`config.mk`:
```
export PLATFORM = sky130hd
export DESIGN_NAME = main_memory
export DESIGN_NICKNAME = d
export VERILOG_FILES = /design/src/rtl/main_memory.sv
export SDC_FILE = /design/constraint.sdc
export NUM_CORES = 1
export LEC_CHECK = 0
export CAP_MARGIN = 20
export CORE_UTILIZATION = 40
export DETAILED_ROUTE_END_ITERATION = 10
export SLEW_MARGIN = 10
export SYNTH_ARGS = -nofsm -noshare
export SYNTH_HDL_FRONTEND = slang
export SYNTH_SLANG_ARGS = --single-unit
```
`constraint.sdc`:
```
create_clock -name clk -period 6.9 [get_ports clk]
set_clock_uncertainty 0.1 [all_clocks]
set_input_delay 0.69 -clock clk [delete_from_list [all_inputs] [get_ports clk]]
set_output_delay 0.69 -clock clk [all_outputs]
set_load 0.01 [all_outputs]
```
`src/rtl/main_memory.sv`:
```
// 64 x 8 word memory with a fixed-latency read path, one read outstanding at a time,
// and saturating read/write/drop statistics. Two synchronous reset sources re-seed the array.
package pkg;
    typedef enum logic [1:0] {
        INVALID = 2'd0,
        READ    = 2'd1,
        WRITE   = 2'd2
    } Op;
endpackage

module main_memory #(
    parameter int LATENCY  = 4,
    parameter int RD_CNT_W = 16
) (
    input  logic                clk,
    input  logic                rst_n,
    input  logic                bus_rst,
    input  pkg::Op              req_op,
    input  logic [5:0]          req_addr,
    input  logic [7:0]          req_data,
    output logic                rsp_vld,
    output logic [7:0]          rsp_data,
    output logic                busy,
    output logic [RD_CNT_W-1:0] rd_count,
    output logic [RD_CNT_W-1:0] wr_count,
    output logic [7:0]          drop_count
);

    localparam logic [0:0] ST_IDLE = 1'b0;
    localparam logic [0:0] ST_BUSY = 1'b1;

    logic [0:0]          state_q, state_d;
    logic [3:0]          cnt_q, cnt_d;
    logic [7:0]          cap_q, cap_d;
    logic [7:0]          last_q, last_d;
    logic [RD_CNT_W-1:0] rd_q, rd_d;
    logic [RD_CNT_W-1:0] wr_q, wr_d;
    logic [7:0]          drop_q, drop_d;
    logic [7:0]          mem_q [64];

    logic any_rst;
    logic accept_rd;
    logic accept_wr;
    logic drop;
    logic rsp_fire;

    assign any_rst   = !rst_n || bus_rst;
    assign accept_rd = (state_q == ST_IDLE) && (req_op == pkg::READ);
    assign accept_wr = (state_q == ST_IDLE) && (req_op == pkg::WRITE);
    assign drop      = (state_q == ST_BUSY) && (req_op != pkg::INVALID);
    assign rsp_fire  = (state_q == ST_BUSY) && (cnt_q == 4'd0);

    always_comb begin
        state_d = state_q;
        cnt_d   = cnt_q;
        cap_d   = cap_q;
        last_d  = last_q;
        rd_d    = rd_q;
        wr_d    = wr_q;
        drop_d  = drop_q;

        if (accept_rd) begin
            // Array is read before this edge's write lands, but a write can only
            // happen in an earlier IDLE cycle, so the data here is never stale.
            cap_d   = mem_q[req_addr];
            cnt_d   = 4'(LATENCY - 1);
            state_d = ST_BUSY;
            if (rd_q != '1) rd_d = rd_q + 1'b1;
        end
        if (accept_wr && wr_q != '1) wr_d = wr_q + 1'b1;
        if (drop && drop_q != 8'hFF) drop_d = drop_q + 8'd1;

        if (state_q == ST_BUSY) begin
            if (rsp_fire) begin
                state_d = ST_IDLE;
                last_d  = cap_q;
            end else begin
                cnt_d = cnt_q - 4'd1;
            end
        end
    end

    always_ff @(posedge clk) begin
        if (any_rst) begin
            state_q <= ST_IDLE;
            cnt_q   <= 4'd0;
            cap_q   <= 8'd0;
            last_q  <= 8'd0;
            rd_q    <= '0;
            wr_q    <= '0;
            drop_q  <= 8'd0;
        end else begin
            state_q <= state_d;
            cnt_q   <= cnt_d;
            cap_q   <= cap_d;
            last_q  <= last_d;
            rd_q    <= rd_d;
            wr_q    <= wr_d;
            drop_q  <= drop_d;
        end
    end

    // Reset seeds every word with its own address so reads after reset are predictable.
    always_ff @(posedge clk) begin
        if (any_rst) begin
            for (int i = 0; i < 64; i++) mem_q[i] <= 8'(i);
        end else if (accept_wr) begin
            mem_q[req_addr] <= req_data;
        end
    end

    // The response register only reaches the port on the pulse; otherwise the last shown value holds.
    assign rsp_vld    = rsp_fire;
    assign rsp_data   = rsp_fire ? cap_q : last_q;
    assign busy       = (state_q == ST_BUSY);
    assign rd_count   = rd_q;
    assign wr_count   = wr_q;
    assign drop_count = drop_q;

endmodule

```
**Word level (Yosys, flattened, before mapping)**

Memory sizes are Yosys's and may differ from the RTL's. A register that Yosys moved wholly into a read port is not among the register bits.
Index checks and enable logic that the tools add are counted.

- Multiplexer cells: 15
- $lt $le $gt $ge: 0
- Equality and inequality tests: 5
- Div/mod/pow operators: 0
- Bitwise logic cells: 1
- Shift operators: 0
- Multipliers: 0
- $add $sub $neg: 4
- Reduce and logical (&&, ||, !) cells: 12

Operator list:

| kind | count |
|---|---|
| adder 16 x 1 -> 16 bit, second input constant | 2 |
| != test 16 bit, second input constant | 2 |
| 2-to-1 mux 8 bit | 2 |
| 2-to-1 mux 4 bit | 3 |
| 2-to-1 mux 1 bit | 9 |
| adder 8 x 1 -> 8 bit, second input constant | 1 |
| != test 8 bit, second input constant | 1 |
| OR reduction 8 bit | 1 |
| logical AND 1 bit | 6 |
| 2-to-1 mux 6 bit | 1 |
| zero test 4 bit | 1 |
| subtractor 4 x 1 -> 4 bit, second input constant | 1 |
| == test 2 x 1 -> 1 bit, second input constant | 1 |
| == test 2 bit, second input constant | 1 |
| AND reduction 2 bit | 1 |
| nonzero test 2 bit | 1 |
| zero test 1 bit | 1 |
| logical OR 1 bit | 1 |
| inverter 1 bit | 1 |

- ROM bits: 0
- Input bits: 19
- Latch bits: 0
- Memories: 1
- Bits in registers: 53
- Logic and storage cells: 44
- Output and inout port bits: 50
- RAM bits: 512

Memory list:

| memory | words | width | rd ports | clocked after memory_dff | write ports | RTL line | source |
|---|---|---|---|---|---|---|---|
| mem_q | 64 | 8 | 1 | 1 | 64 | 39 | `logic [7:0] mem_q [64];` |

**Depth between registers and ports, before layout**

Gate-level depths: netlist (run 1).

- Depth after elaboration: 7
- Depth in mapped cells: 10
- Mapped depth without buffers: 7

**Worst setup path before layout (run 1)**

Ideal clock, no wire load.

- Path kind: in2reg
- Start: input req_addr[1]
- End: memory mem_q[0][0], enable pin
- Path buffers: 4
- Setup time: 384 ps
- Stages: 7
- Required time: 6416 ps
- Path slack: 4058 ps
- Arrival time: 2358 ps
- Cell sequence: buf_6 buf_6 buf_12 nor3_2 nand2_1 clkbuf_1 o21ai_0

RTL lines:

| what | RTL line | source |
|---|---|---|
| from (decl) | 19 | `input logic [5:0] req_addr,` |
| to (decl) | 39 |  |

==> flow_metrics.py, run 1 <==
metrics = {
    "run_status": {
        "status": "finished clean",
    },
    "clock_network": {
        "hold_buffers": 0,
        "postCtsSetupRepairBufs": 0,
        "cts_tree": "built",
        "htreeDepth": 2,
        "clockBufferDepth": 3,
        "postCtsResizedCells": 0,
        "insertion_delay_ps": 640,
        "clockRootBuffer": "clkbuf_16",
        "numClockSinks": 573,
        "path_clk_slew_ps": 60,
        "cts_buffers": 60,
    },
    "place": {
        "place_congestion": 0.901,
        "hpwl_um": 51100,
        "dp.cells": 2916,
        "portBuffers": 68,
    },
    "grt": {
        "antenna_found_initial": 0,
        "globalRouteOverflowTotal": 0,
        "grtUsageTotal_pct": 24.4,
        "grt_pass1_vias": 18100,
        "grt_max_degree": 68,
        "grt_pass1_wl_um": 123000,
    },
    "yosys": {
        "yosys_warnings": 0,
        "synth-simple-area-share_pct": 17.3,
        "syn_inst": 2147,
        "synthFlopType": "edfxtp_1",
        "synthXorXnorAreaFrac_pct": 0.938,
        "synth_top_cells_by_area": "edfxtp_1 57%, and2_1 4.7%, dfxtp_1 4.5%, or3_1 4.3%, and3_1 3.3%",
        "yosysSeqAreaShare_pct": 61.3,
        "synth-seq-cells": 573,
        "synth_top_cell_area_share_pct": 56.8,
        "synth-edff-count": 512,
        "synthAdderAreaFrac_pct": 0.231,
        "mappedNetlistNets": 2171,
        "post_synth_num_cell_types": 73,
        "yosysTopAreaCell": "edfxtp_1",
        "synth_compound_area_share_pct": 8.54,
        "syn_area_per_cell_um2": 12.6,
        "syn_area_um2": 27100,
        "synth_mux_area_share_pct": 7.68,
        "postSynth.asyncResetShare_pct": 0,
        "synth_top_family_by_area": "simple AND/OR/NAND/NOR gates",
    },
    "floorplan": {
        "die-area_um2": 68700,
        "start_util_pct": 40.4,
        "ioPinCount": 69,
        "core_um2": 67000,
        "die_h_um": 262,
        "row_count": 95,
        "dieWidth_um": 262,
    },
    "sta": {
        "hold_viol_final": 0,
        "finalCritPeriodShare_pct": 60.1,
        "setup_viol": 0,
        "slew_headroom_pct": 23.6,
        "max_freq_ghz": 0.241,
        "period_needed_ps": 4150,
        "rsz0062_at_grt": "false",
        "finalMaxSlewViolations": 0,
        "fin_tns_setup_ps": 0,
        "worst_pin_slew_ps": 1130,
    },
    "setup_path": {
        "crit_slowest_cell": "o21ai_0",
        "path_buf_inv": 2,
        "path_max_fanout": 45,
        "start_kind": "input port",
        "path_class": "in -> reg",
        "critPathMaxStageDelay_ps": 1170,
        "cp.arrival_ps": 4290,
        "cp.required_ps": 7040,
        "crit_family": "simple AND/OR/NAND/NOR gates",
        "crit_chain": "clkdlybuf4s50_1 > nor2b_4 > buf_4 > and2_1 > nand3_2 > o21ai_0",
        "cp-end-kind": "register",
    },
    "power": {
        "peakVddDrop_mv": 0.168,
        "power.density_nw_per_um2": 250,
        "p_leak_uw": 0.0104,
    },
    "drt": {
        "drc_errors": 0,
        "totalWireLength_um": 83700,
        "vias_per_cell": 6.10,
        "postRouteAntennaNets": 0,
        "first_iter_violations": 2380,
        "dr.pass1.iters": 5,
        "vias": 18700,
        "post_drt_wl_per_cell_um": 27.4,
    },
    "run": {
        "drv_cap": 0,
    },
    "layout": {
        "antenna_cells": 0,
        "syn_to_final_growth_pct": 11.3,
        "layout.nets": 2164,
        "mostFrequentLayoutCell": "edfxtp_1",
        "final_layout_size_suffix_gt1_share_pct": 13.8,
        "instances_no_fill": 3058,
        "nFillCells": 6088,
        "final_cell_mix": "512 x edfxtp_1, 205 x and2_1, 187 x or3_1, 142 x and3_1, 119 x nor2_1",
    },
    "worst_hold_path": {
        "hold_class": "reg -> reg",
    },
}
## power by group
part	internal (uW)	leakage, uW	switching [uW]
Sequential	3850	0.00549	37.0
Clock	1720	0.000890	1370
Combinational	142	0.00399	399
Total	5720	0.0104	1810
## worst paths after layout
kind / start / endpoint / slack [ps] / cells past startpoint
max: rst_n / mem_q[7][1] / 2750 / 6
min: cnt_q[2] / cnt_q[2] / 390 / 2
max reg2reg: busy / mem_q[7][1] / 3070 / 4
min reg2reg: cnt_q[2] / cnt_q[2] / 390 / 2
## worst register-to-register path, delay by kind of cell (launching register included)
kind | cells | cell delay (ps)
and+or+nand+nor | 3 | 1770
AOI/OAI and AO/OA | 1 | 1180
DFF | 1 | 390
## area by class of cell
cell class	instances	area (um2)	share of cell area, %
Timing Repair Buffer	152	1190	3.95
Sequential cell	573	16600	55.1
Multi-Input combinational cell	1345	9410	31.2
Tap cell	873	1090	3.63
Clock buffer	79	1640	5.43
Clock inverter	28	180	0.598
Inverter	8	30.0	0.0997
## routing by layer
metal	wire [um]	up-vias	global-route usage [%]
li1	-	8058	-
met1	34300	9344	33.8
met2	37900	1082	38.0
met3	8580	177	4.84
met4	2980	0	8.90
met5	0	-	0
## sequential cells by signal (all words and copies together) (netlist names)
| name | count |
|---|---|
| last_q | 8 |
| cnt_q | 4 |
| mem_q | 512 |
| busy | 1 |
| cap_q | 8 |
| wr_count | 16 |
| drop_count | 8 |
| rd_count | 16 |
## synthesized netlist by cell type (all sizes together) (12+ instances only)
| master | instances |
|---|---|
| mux2i | 75 |
| edfxtp | 512 |
| o21ai | 94 |
| mux4 | 24 |
| and2 | 205 |
| o22ai | 21 |
| and3 | 142 |
| or3 | 187 |
| clkbuf | 143 |
| buf | 78 |
| nor3 | 14 |
| a221oi | 57 |
| xor2 | 21 |
| o2bb2ai | 19 |
| mux2 | 69 |
| a22oi | 31 |
| nand2b | 22 |
| a21oi | 49 |
| nand2 | 65 |
| nand4 | 14 |
| nor2 | 126 |
| o221ai | 12 |
| nand3 | 21 |
| dfxtp | 61 |
## cells by family (layout without fill, tap and decap cells)
| group | after synthesis | after routing |
|---|---|---|
| xor+xnor | 29 | 29 |
| fa+ha+maj | 5 | 5 |
| mux | 168 | 168 |
| compound gates | 330 | 330 |
| flops | 573 | 573 |
| buf+inv | 229 | 267 |
| simple gates | 813 | 813 |
## stage by stage
stage | hold slack [ps] | utilization, % | power (uW) | cell area, um2 | setup WS, ps
floorplan | 353 | - | 4270 | 27100 | 4060
global placement | 376 | 41.9 | 4470 | 28100 | 2260
detailed placement | 390 | 42.0 | 4480 | 28100 | 2080
CTS | 399 | 44.7 | 7520 | 30000 | 2730
global route | 435 | 44.9 | 7700 | 30100 | 2570
finish | 392 | 44.9 | 7530 | 30100 | 2750
Note: power is estimated with default switching activity, not from simulation.
==> inputs of run 2 (changes only) <==
==> constraint.sdc (replaced) <==
create_clock -name clk -period 3.4 [get_ports clk]
set_clock_uncertainty 0.1 [all_clocks]
set_input_delay 0.34 -clock clk [delete_from_list [all_inputs] [get_ports clk]]
set_output_delay 0.34 -clock clk [all_outputs]
set_load 0.01 [all_outputs]
==> run 2 against run 1 <==
- via count up 1.6%
- critical endpoint is now rsp_data[0]
- sequential power up 100%
- sequential share of layout area down 2.2 points
- utilization up 1.8 points
- first-iteration DRC count up 1.5%
- die area unchanged
- power up 110%
- hold slack worse by 120 ps
- cell count up 4.0%
- routed wire length up 1.4%
- final area up 4.1%
- combinational power up 120%
==> flow_metrics.py, run 2 (synthesis results as in run 1) <==
metrics = {
    "clock_network": {
        "numClockSinks": 573,
        "postCtsResizedCells": 0,
        "hold_buffers": 0,
        "clockBufferDepth": 3,
        "path_clk_slew_ps": 60,
        "postCtsSetupRepairBufs": 0,
        "htreeDepth": 2,
        "clockRootBuffer": "clkbuf_16",
        "insertion_delay_ps": 650,
        "cts_buffers": 60,
        "cts_tree": "built",
    },
    "setup_path": {
        "start_kind": "register",
        "cp.required_ps": 2960,
        "r2r_slack_ps": 510,
        "timing.rr.start": "busy",
        "path_class": "reg -> out",
        "r2r_cells": 5,
        "cp-end-kind": "primary output",
        "timing.rr.end": "mem_q[57][6]",
        "cp.arrival_ps": 2560,
        "path_max_fanout": 9,
    },
    "power": {
        "p_leak_uw": 0.0110,
        "peakVddDrop_mv": 0.359,
        "power.share.switching_pct": 23.8,
        "pwr-share-seq_pct": 50.1,
        "pwr-share-clk_pct": 42.2,
        "p_switching_uw": 3750,
        "power.density_nw_per_um2": 501,
        "finalPower_uw": 15700,
        "p_int_uw": 12000,
        "p_comb_share_pct": 7.7,
    },
    "sta": {
        "worst_slack_ps": 402,
        "hold_viol_final": 0,
        "fin_tns_setup_ps": 0,
        "setup_viol": 0,
        "finalCritPeriodShare_pct": 88.2,
        "worst_pin_slew_ps": 1100,
        "finalMaxSlewViolations": 0,
        "rsz0062_at_grt": "false",
        "max_freq_ghz": 0.334,
        "period_needed_ps": 3000,
        "slew_headroom_pct": 26.7,
    },
    "drt": {
        "first_iter_violations": 2415,
        "dr.pass1.iters": 6,
        "totalWireLength_um": 84900,
        "postRouteAntennaNets": 0,
        "post_drt_wl_per_cell_um": 26.7,
        "drc_errors": 0,
        "vias": 19000,
        "vias_per_cell": 5.96,
    },
    "worst_hold_path": {
        "hold_class": "in -> reg",
        "holdPathEnd": "mem_q[42][5]",
        "hold_start": "req_data[5]",
        "holdPathStages": 3,
    },
    "run": {
        "drv_cap": 0,
    },
    "layout": {
        "multi_input_comb_area_um2": 9400,
        "nFillCells": 6003,
        "fin_util_pct": 46.8,
        "final_layout_size_suffix_gt1_share_pct": 18.5,
        "instances_no_fill": 3179,
        "syn_to_final_growth_pct": 15.9,
        "largest_register": "mem_q",
        "seqCellArea_um2": 16600,
        "final_cell_mix": "512 x edfxtp_1, 205 x and2_1, 187 x or3_1, 185 x buf_4, 142 x and3_1",
        "mostFrequentLayoutCell": "edfxtp_1",
        "layout.nets": 2274,
        "largest_reg_flops": 512,
    },
    "floorplan": {
        "ioPinCount": 69,
        "row_count": 95,
        "core_um2": 67000,
        "die-area_um2": 68700,
        "start_util_pct": 40.4,
        "dieWidth_um": 262,
        "die_h_um": 262,
    },
    "place": {
        "place_congestion": 0.914,
        "hpwl_um": 55000,
        "portBuffers": 68,
        "post-place-ws_ps": 173,
        "dp.cells": 3061,
    },
    "grt": {
        "globalRouteOverflowTotal": 0,
        "grt_pass1_wl_um": 125000,
        "grt_max_degree": 81,
        "grtUsageTotal_pct": 24.8,
        "antenna_found_initial": 5,
        "grt_pass1_vias": 18500,
    },
    "run_status": {
        "status": "finished clean",
    },
}
## run 2: final cells by class
type	count	area share (%)
flip-flops and latches	573	52.9
multi-input cells	1345	30.0
well taps	873	3.48
clock buffers	77	5.22
repair buffers	262	7.23
inverters	8	0.0957
diodes	4	0.0319
clock inverters	37	1.07
## run 2: worst max-delay path by stage
stage          slack, ps        start            to
2_1_floorplan        910  req_addr[1]   mem_q[0][0]
3_3_place_gp         280    req_op[1]   mem_q[1][2]
3_5_place_dp         170    req_op[1]  mem_q[57][6]
4_1_cts              370     cnt_q[0]   rsp_data[7]
5_1_grt              290     cnt_q[0]   rsp_data[0]
6_report             400     cnt_q[0]   rsp_data[0]
## run 2: stage by stage
stage / hold slack [ps] / cell area [um2]
floorplan: 353 / 27100
global placement: 373 / 29400
detailed placement: 384 / 29400
CTS: 249 / 31400
global route: 290 / 31400
finish: 277 / 31400
## run 2: worst max-delay path, stage by stage, from the launching register on
cell	delay [ps]
dfxtp_1	340
inv_1	90
ha_1	160
and3_1	430
mux2_2	400
clkdlybuf4s50_1	510
## run 2: routing by layer
metal | vias up | part of all wire (%) | global-route usage [%]
met4 | 2 | 2.9 | 8.24
met3 | 159 | 9.3 | 4.32
li1 | 8309 | - | -
met5 | - | 0.015 | 0
met2 | 973 | 46 | 39.8
met1 | 9512 | 41 | 34.0
## run 2: power by group through the flow
| stage | clock network (uW) | registers, uW | logic, uW |
|---|---|---|---|
| 2_1_floorplan | 0 | 8000 | 662 |
| 3_3_place_gp | 0 | 8030 | 1180 |
| 3_5_place_dp | 0 | 8030 | 1190 |
| 4_1_cts | 6710 | 7880 | 1190 |
| 5_1_grt | 6960 | 7890 | 1260 |
| 6_report | 6640 | 7880 | 1210 |
